===== config.mk =====
export PLATFORM = sky130hd
export DESIGN_NAME = fnd_scan_controller_flat
export DESIGN_NICKNAME = d
export VERILOG_FILES = /design/src/rtl/fnd_scan_if.sv /design/src/rtl/fnd_scan_controller.sv /design/src/flat_wrapper.sv
export SDC_FILE = /design/constraint.sdc
export NUM_CORES = 1
export LEC_CHECK = 0
export CORE_ASPECT_RATIO = 0.7
export CORE_UTILIZATION = 25
export CTS_BUF_LIST = sky130_fd_sc_hd__clkbuf_8
export CTS_CLUSTER_DIAMETER = 50
export CTS_CLUSTER_SIZE = 30
export DETAILED_ROUTE_END_ITERATION = 7
export DONT_BUFFER_PORTS = 1
export GPL_ROUTABILITY_DRIVEN = 0
export SLEW_MARGIN = 20
export SYNTH_ARGS = -nofsm -noshare
export SYNTH_HDL_FRONTEND = slang
export SYNTH_SLANG_ARGS = --single-unit
export TNS_END_PERCENT = 20

===== constraint.sdc =====
create_clock -name clk -period 3.5 [get_ports clk]
set_input_delay 0.35 -clock clk [delete_from_list [all_inputs] [get_ports clk]]
set_output_delay 0.35 -clock clk [all_outputs]
set_load 0.01 [all_outputs]

===== src/rtl/fnd_scan_if.sv =====
// Counter-to-display link: scan strobe and value in, digit enables, segments and status out.
interface fnd_scan_if;
  logic        tick_1ms;
  logic [13:0] fndData;
  logic [3:0]  fndCom;
  logic [7:0]  fndFont;
  logic        conv_busy;

  modport master (
    output tick_1ms,
    output fndData,
    input  fndCom,
    input  fndFont,
    input  conv_busy
  );

  modport slave (
    input  tick_1ms,
    input  fndData,
    output fndCom,
    output fndFont,
    output conv_busy
  );
endinterface


===== src/rtl/fnd_scan_controller.sv =====
// 4-digit common-anode FND driver: sequential double-dabble BCD conversion once per frame,
// one digit scanned per 1 ms tick, optional leading-zero blanking.
module fnd_scan_controller #(
  parameter bit LZ_BLANK = 1'b1
) (
  input logic       clk,
  input logic       rst,
  fnd_scan_if.slave bus
);

  localparam logic [0:0] StIdle = 1'b0;
  localparam logic [0:0] StConv = 1'b1;

  logic [0:0]      state_q, state_d;
  logic [1:0]      idx_q, idx_d;
  logic [3:0]      cnt_q, cnt_d;
  logic [29:0]     sr_q, sr_d;
  logic [3:0][3:0] dig_q, dig_d;

  logic [13:0] sat_value;
  logic        sample;
  logic [29:0] sr_adj;
  logic [29:0] sr_shift;
  logic [3:0]  blank;
  logic [3:0]  cur_dig;

  assign sat_value = (bus.fndData > 14'd9999) ? 14'd9999 : bus.fndData;
  assign sample    = bus.tick_1ms && (idx_q == 2'd3) && (state_q == StIdle);

  // One double-dabble step: add-3 correction on every BCD nibble, then shift.
  always_comb begin
    sr_adj = sr_q;
    for (int i = 0; i < 4; i++) begin
      if (sr_q[14+4*i +: 4] >= 4'd5) begin
        sr_adj[14+4*i +: 4] = sr_q[14+4*i +: 4] + 4'd3;
      end
    end
    sr_shift = {sr_adj[28:0], 1'b0};
  end

  always_comb begin
    state_d = state_q;
    idx_d   = idx_q;
    cnt_d   = cnt_q;
    sr_d    = sr_q;
    dig_d   = dig_q;
    if (bus.tick_1ms) begin
      idx_d = idx_q + 2'd1;
    end
    case (state_q)
      StIdle: begin
        if (sample) begin
          sr_d    = {16'b0, sat_value};
          cnt_d   = 4'd0;
          state_d = StConv;
        end
      end
      StConv: begin
        sr_d  = sr_shift;
        cnt_d = cnt_q + 4'd1;
        // Digits latch all at once on the final iteration so no partial value is shown.
        if (cnt_q == 4'd13) begin
          dig_d   = sr_shift[29:14];
          state_d = StIdle;
        end
      end
      default: state_d = StIdle;
    endcase
  end

  always_ff @(posedge clk or negedge rst) begin
    if (!rst) begin
      state_q <= StIdle;
      idx_q   <= 2'd0;
      cnt_q   <= 4'd0;
      sr_q    <= 30'd0;
      dig_q   <= '0;
    end else begin
      state_q <= state_d;
      idx_q   <= idx_d;
      cnt_q   <= cnt_d;
      sr_q    <= sr_d;
      dig_q   <= dig_d;
    end
  end

  always_comb begin
    blank = 4'b0000;
    if (LZ_BLANK) begin
      blank[3] = (dig_q[3] == 4'd0);
      blank[2] = blank[3] && (dig_q[2] == 4'd0);
      blank[1] = blank[2] && (dig_q[1] == 4'd0);
    end
  end

  assign cur_dig = dig_q[idx_q];

  always_comb begin
    bus.fndCom = 4'b1110;
    unique case (idx_q)
      2'd0: bus.fndCom = 4'b1110;
      2'd1: bus.fndCom = 4'b1101;
      2'd2: bus.fndCom = 4'b1011;
      2'd3: bus.fndCom = 4'b0111;
    endcase
  end

  always_comb begin
    bus.fndFont = 8'hFF;
    if (!blank[idx_q]) begin
      case (cur_dig)
        4'd0:    bus.fndFont = 8'hC0;
        4'd1:    bus.fndFont = 8'hF9;
        4'd2:    bus.fndFont = 8'hA4;
        4'd3:    bus.fndFont = 8'hB0;
        4'd4:    bus.fndFont = 8'h99;
        4'd5:    bus.fndFont = 8'h92;
        4'd6:    bus.fndFont = 8'h82;
        4'd7:    bus.fndFont = 8'hF8;
        4'd8:    bus.fndFont = 8'h80;
        4'd9:    bus.fndFont = 8'h90;
        default: bus.fndFont = 8'hFF;
      endcase
    end
  end

  assign bus.conv_busy = (state_q == StConv);

endmodule


===== src/flat_wrapper.sv =====
// flat-port wrapper written by rule: the top's interface ports become plain ports
module fnd_scan_controller_flat 
#(
  parameter bit LZ_BLANK = 1'b1
)
  (clk, rst, bus_tick_1ms, bus_fndData, bus_fndCom, bus_fndFont, bus_conv_busy);
  fnd_scan_if bus_i ();
  input logic clk;
  input logic rst;
  input wire logic [$bits(bus_i.tick_1ms)-1:0] bus_tick_1ms;
  input wire logic [$bits(bus_i.fndData)-1:0] bus_fndData;
  output wire logic [$bits(bus_i.fndCom)-1:0] bus_fndCom;
  output wire logic [$bits(bus_i.fndFont)-1:0] bus_fndFont;
  output wire logic [$bits(bus_i.conv_busy)-1:0] bus_conv_busy;
  assign bus_i.tick_1ms = bus_tick_1ms;
  assign bus_i.fndData = bus_fndData;
  assign bus_fndCom = bus_i.fndCom;
  assign bus_fndFont = bus_i.fndFont;
  assign bus_conv_busy = bus_i.conv_busy;
  fnd_scan_controller #(.LZ_BLANK(LZ_BLANK)) u_core (.clk(clk), .rst(rst), .bus(bus_i));
endmodule

==> results.yml <==
outcome:
  result_of_the_run: "finished, final reports clean"
min_path:
  min-delay-start: "bus_tick_1ms"
  hold_end: "u_core.idx_q[0]"
  worstHoldPathType: "in -> reg"
  worstHoldPathCells: 1
power:
  power.combinational.fraction_pct: 51.8
  net-switching-power_mw: 1.43
  seqPwrFrac_pct: 37.7
  power_density_nw_per_um2: 977
  power_frac_clock_pct: 10.5
  leak_nw: 1.52
  vdd_drop_max_v: 0.000463
  report.power.total_mw: 3.21
  internal_power_mw: 1.78
  swShare_pct: 44.6
clock_tree:
  clock_insertion_delay_worst_skew_ns: 0.31
  cts_made_buffers: 5
  tritoncts: "built"
  cts_post_setup_buffers_inserted: 0
  clock_path_buffers: 2
  worst_setup_hold_path_clk_slew_ns: 0.10
  cts.root.buffer_cell: "sky130_fd_sc_hd__clkbuf_8"
  cts_num_sinks: 53
  h-tree-depth: 2
synth:
  synthesis.area_um2: 3020
  synth_cell_types: 39
  asyncSetResetFlopFracSynth_pct: 100
  synth_enable_flop_cells: 0
  synthesis.yosys.warnings: 0
  area_share_of_xor_xnor_cells_in_the_synthesized_design_pct: 2.03
  yosys_register_bits: 53
  syn_inst: 314
  main_combinational_cell_family_by_area_after_synthesis: "simple AND/OR/NAND/NOR gates"
  post_synthesis_share_of_cell_area_spent_on_and_or_nand_and_nor_gates_pct: 16.0
  synth.net_count: 350
  prevailing_post_synth_register_cell: "sky130_fd_sc_hd__dfrtp_1"
  synthesized_area_fraction_occupied_by_ao_oa_aoi_and_oai_cells_pct: 14.8
  post_synthesis_average_cell_area_um2: 9.61
  synth.area.mux_share_pct: 10.1
  synth_fa_ha_area_share_pct: 7.88
  share_of_synthesized_area_occupied_by_flip_flops_and_latches_pct: 44.0
floorplanning:
  core_area_um2: 11700
  chipHeight_um: 93.9
  placementRows: 33
  i_o_pin_count: 30
  fp.dieW_um: 133
  initial_core_utilization_pct: 25.7
  die_area_um2: 12500
sta:
  grt_setup_unrepaired: "no"
  min_period_ns: 2.69
  fmax_mhz: 372
  tightest_slew_ns: 0.695
  setup_total_negative_slack_ns: 0
  max-slew-margin-rel_pct: 53.7
  setup-violations-final: 0
  final_hold_viol_count: 0
  min_period_over_period_pct: 76.8
  worst_clock_skew_ns: 0.00899
  report.final.slew_viol_count: 0
global_routing:
  grt_antenna_before_repair: 0
  grt_usage_pct: 10.7
  number_of_global_route_vias_before_repair: 2104
  grt.overflow.total: 0
  grt_max_degree: 54
  grt_pass1_wl_mm: 10.6
setup_path:
  worstPathMaxFanout: 10
  crit-reg2reg-launch: "u_core.idx_q[0]"
  cp.required_ns: 3.15
  ff2ff_setup_slack_ns: 1.31
  r2r_cells: 6
  worstPathArrival_ns: 2.34
  setup.worst_path.class: "reg -> out"
  cp-end-kind: "primary output"
  critical_path.startpoint_type: "register"
  rr_endpoint: "u_core.sr_q[11]"
final_layout:
  final_nets: 346
  antenna_cells: 0
  layout-drive-gt1-share_pct: 7.72
  area_growth_pct: 9.00
routing:
  avgRoutedWirePerCell_um: 13.1
  antenna_violating_nets_post_route: 0
  drt_pre_antenna_iters: 4
  detail_route.iter0.violations: 105
  post-route-drc-count: 0
  vias_per_cell: 4.52
  route.final.wire_length_mm: 6.13
  num_vias: 2116
placement:
  portBuffers: 0
  detailed_place_hpwl_mm: 4.45
run:
  cap_violations: 0
-- worst max path at each step --
stage               startpoint              to  slack, ns
2_1_floorplan  u_core.idx_q[0]  bus_fndFont[4]       1.42
3_3_place_gp   u_core.idx_q[0]  bus_fndFont[3]       1.23
3_5_place_dp   u_core.idx_q[0]  bus_fndFont[3]       1.15
4_1_cts        u_core.idx_q[0]  bus_fndFont[3]       0.79
5_1_grt        u_core.idx_q[0]  bus_fndFont[4]       0.65
6_report       u_core.idx_q[0]  bus_fndFont[3]       0.81
-- stage by stage --
step / cells / area (um^2) / hold slack [ns] / utilization (%) / setup slack [ns]
2_1_floorplan: 314 / 3020 / 0.0544 / - / 1.42
3_3_place_gp: 458 / 3170 / 0.0568 / 27.0 / 1.23
3_5_place_dp: 458 / 3170 / 0.0567 / 27.0 / 1.15
4_1_cts: 468 / 3290 / 0.107 / 28.0 / 0.795
5_1_grt: 468 / 3290 / 0.104 / 28.0 / 0.649
6_report: 468 / 3290 / 0.117 / 28.0 / 0.811
-- cells in the mapped netlist (all sizes together) (2+ instances only) --
cell type | count | area [um^2]
dfrtp | 53 | 1330
nand2 | 48 | 180
o21ai | 39 | 195
inv | 20 | 75.1
a21oi | 19 | 95.1
ha | 19 | 238
nand2b | 18 | 113
mux2i | 17 | 170
clkbuf | 11 | 41.3
nor3b | 11 | 82.6
buf | 6 | 36.3
nor2 | 6 | 22.5
nand3 | 5 | 25.0
o311a | 5 | 50.1
xnor2 | 5 | 43.8
a22oi | 4 | 30.0
mux2 | 4 | 45.0
mux4 | 4 | 90.1
nor4 | 3 | 18.8
a211oi | 2 | 20.0
a21o | 2 | 15.0
xor2 | 2 | 17.5
-- per-layer routing --
metal / wire (um) / vias up / track usage [%]
li1: - / 1071 / -
met1: 3210 / 1011 / 14.4
met2: 2540 / 30 / 16.2
met3: 289 / 4 / 2.70
met4: 87 / 0 / 4.55
met5: 0 / - / 0
-- power groups by stage --
stage                     clock (mW)  combinational [mW]  sequential (mW)
after global placement             0                1.59             1.21
final                          0.338                1.66             1.21
after global routing           0.375                1.89             1.26
after CTS                      0.352                1.68             1.21
after floorplan                    0                1.46             1.07
after detailed placement           0                1.65             1.22
-- layout make-up --
type | instances | area, um^2
multi-input cells | 224 | 1540
repair buffers | 6 | 67.6
flip-flops and latches | 53 | 1330
inverters | 20 | 75.1
fillers | 1249 | 8440
well taps | 157 | 196
clock inverters | 3 | 15.0
clock buffers | 5 | 68.8
-- critical path, cell delays in order (launching register included) --
cell                      delay [ns]
sky130_fd_sc_hd__dfrtp_1        0.62
sky130_fd_sc_hd__mux4_2         0.61
sky130_fd_sc_hd__inv_1          0.15
sky130_fd_sc_hd__ha_1           0.24
sky130_fd_sc_hd__inv_1          0.09
sky130_fd_sc_hd__mux2i_1        0.08
sky130_fd_sc_hd__o21ai_1        0.23
-- cell usage in the layout (no fill, tap or decap), types with 2 or more instances in the layout --
cell and instances:
sky130_fd_sc_hd__a21oi_1 19, sky130_fd_sc_hd__xor2_1 2, sky130_fd_sc_hd__mux4_2 4, sky130_fd_sc_hd__ha_1 19, sky130_fd_sc_hd__o21ai_0 34, sky130_fd_sc_hd__nand2b_1 18, sky130_fd_sc_hd__nor4_1 3, sky130_fd_sc_hd__o21ai_1 5
sky130_fd_sc_hd__nand3_1 5, sky130_fd_sc_hd__xnor2_1 5, sky130_fd_sc_hd__a21o_1 2, sky130_fd_sc_hd__inv_1 21, sky130_fd_sc_hd__buf_4 4, sky130_fd_sc_hd__nor3b_1 11, sky130_fd_sc_hd__a22oi_1 4, sky130_fd_sc_hd__mux2_2 4
sky130_fd_sc_hd__dfrtp_1 52, sky130_fd_sc_hd__clkbuf_8 5, sky130_fd_sc_hd__mux2i_1 17, sky130_fd_sc_hd__o311a_1 5, sky130_fd_sc_hd__nand2_1 48, sky130_fd_sc_hd__nor2_1 6
-- sequential cells by signal, indices dropped and copies added (netlist names) --
name	count
u_core.sr_q	30
u_core.cnt_q	4
u_core.idx_q	2
u_core.dig_q	16
u_core.bus.conv_busy	1
-- kinds of logic after synthesis --
logic type,count (synthesis)
other,1
AO/OA/AOI/OAI,76
AND/OR/NAND/NOR,96
adder cells (fa/ha/maj),19
XOR/XNOR,7
flip-flops,53
multiplexers,25
buffers and inverters,37
-- timing repair --
| item | in CTS | in global routing |
|---|---|---|
| gates resized for setup | 0 | 0 |
| endpoints found under the hold margin | 53 | 0 |
| hold buffers | 2 | 0 |
Power figures use the tool's default switching activity.
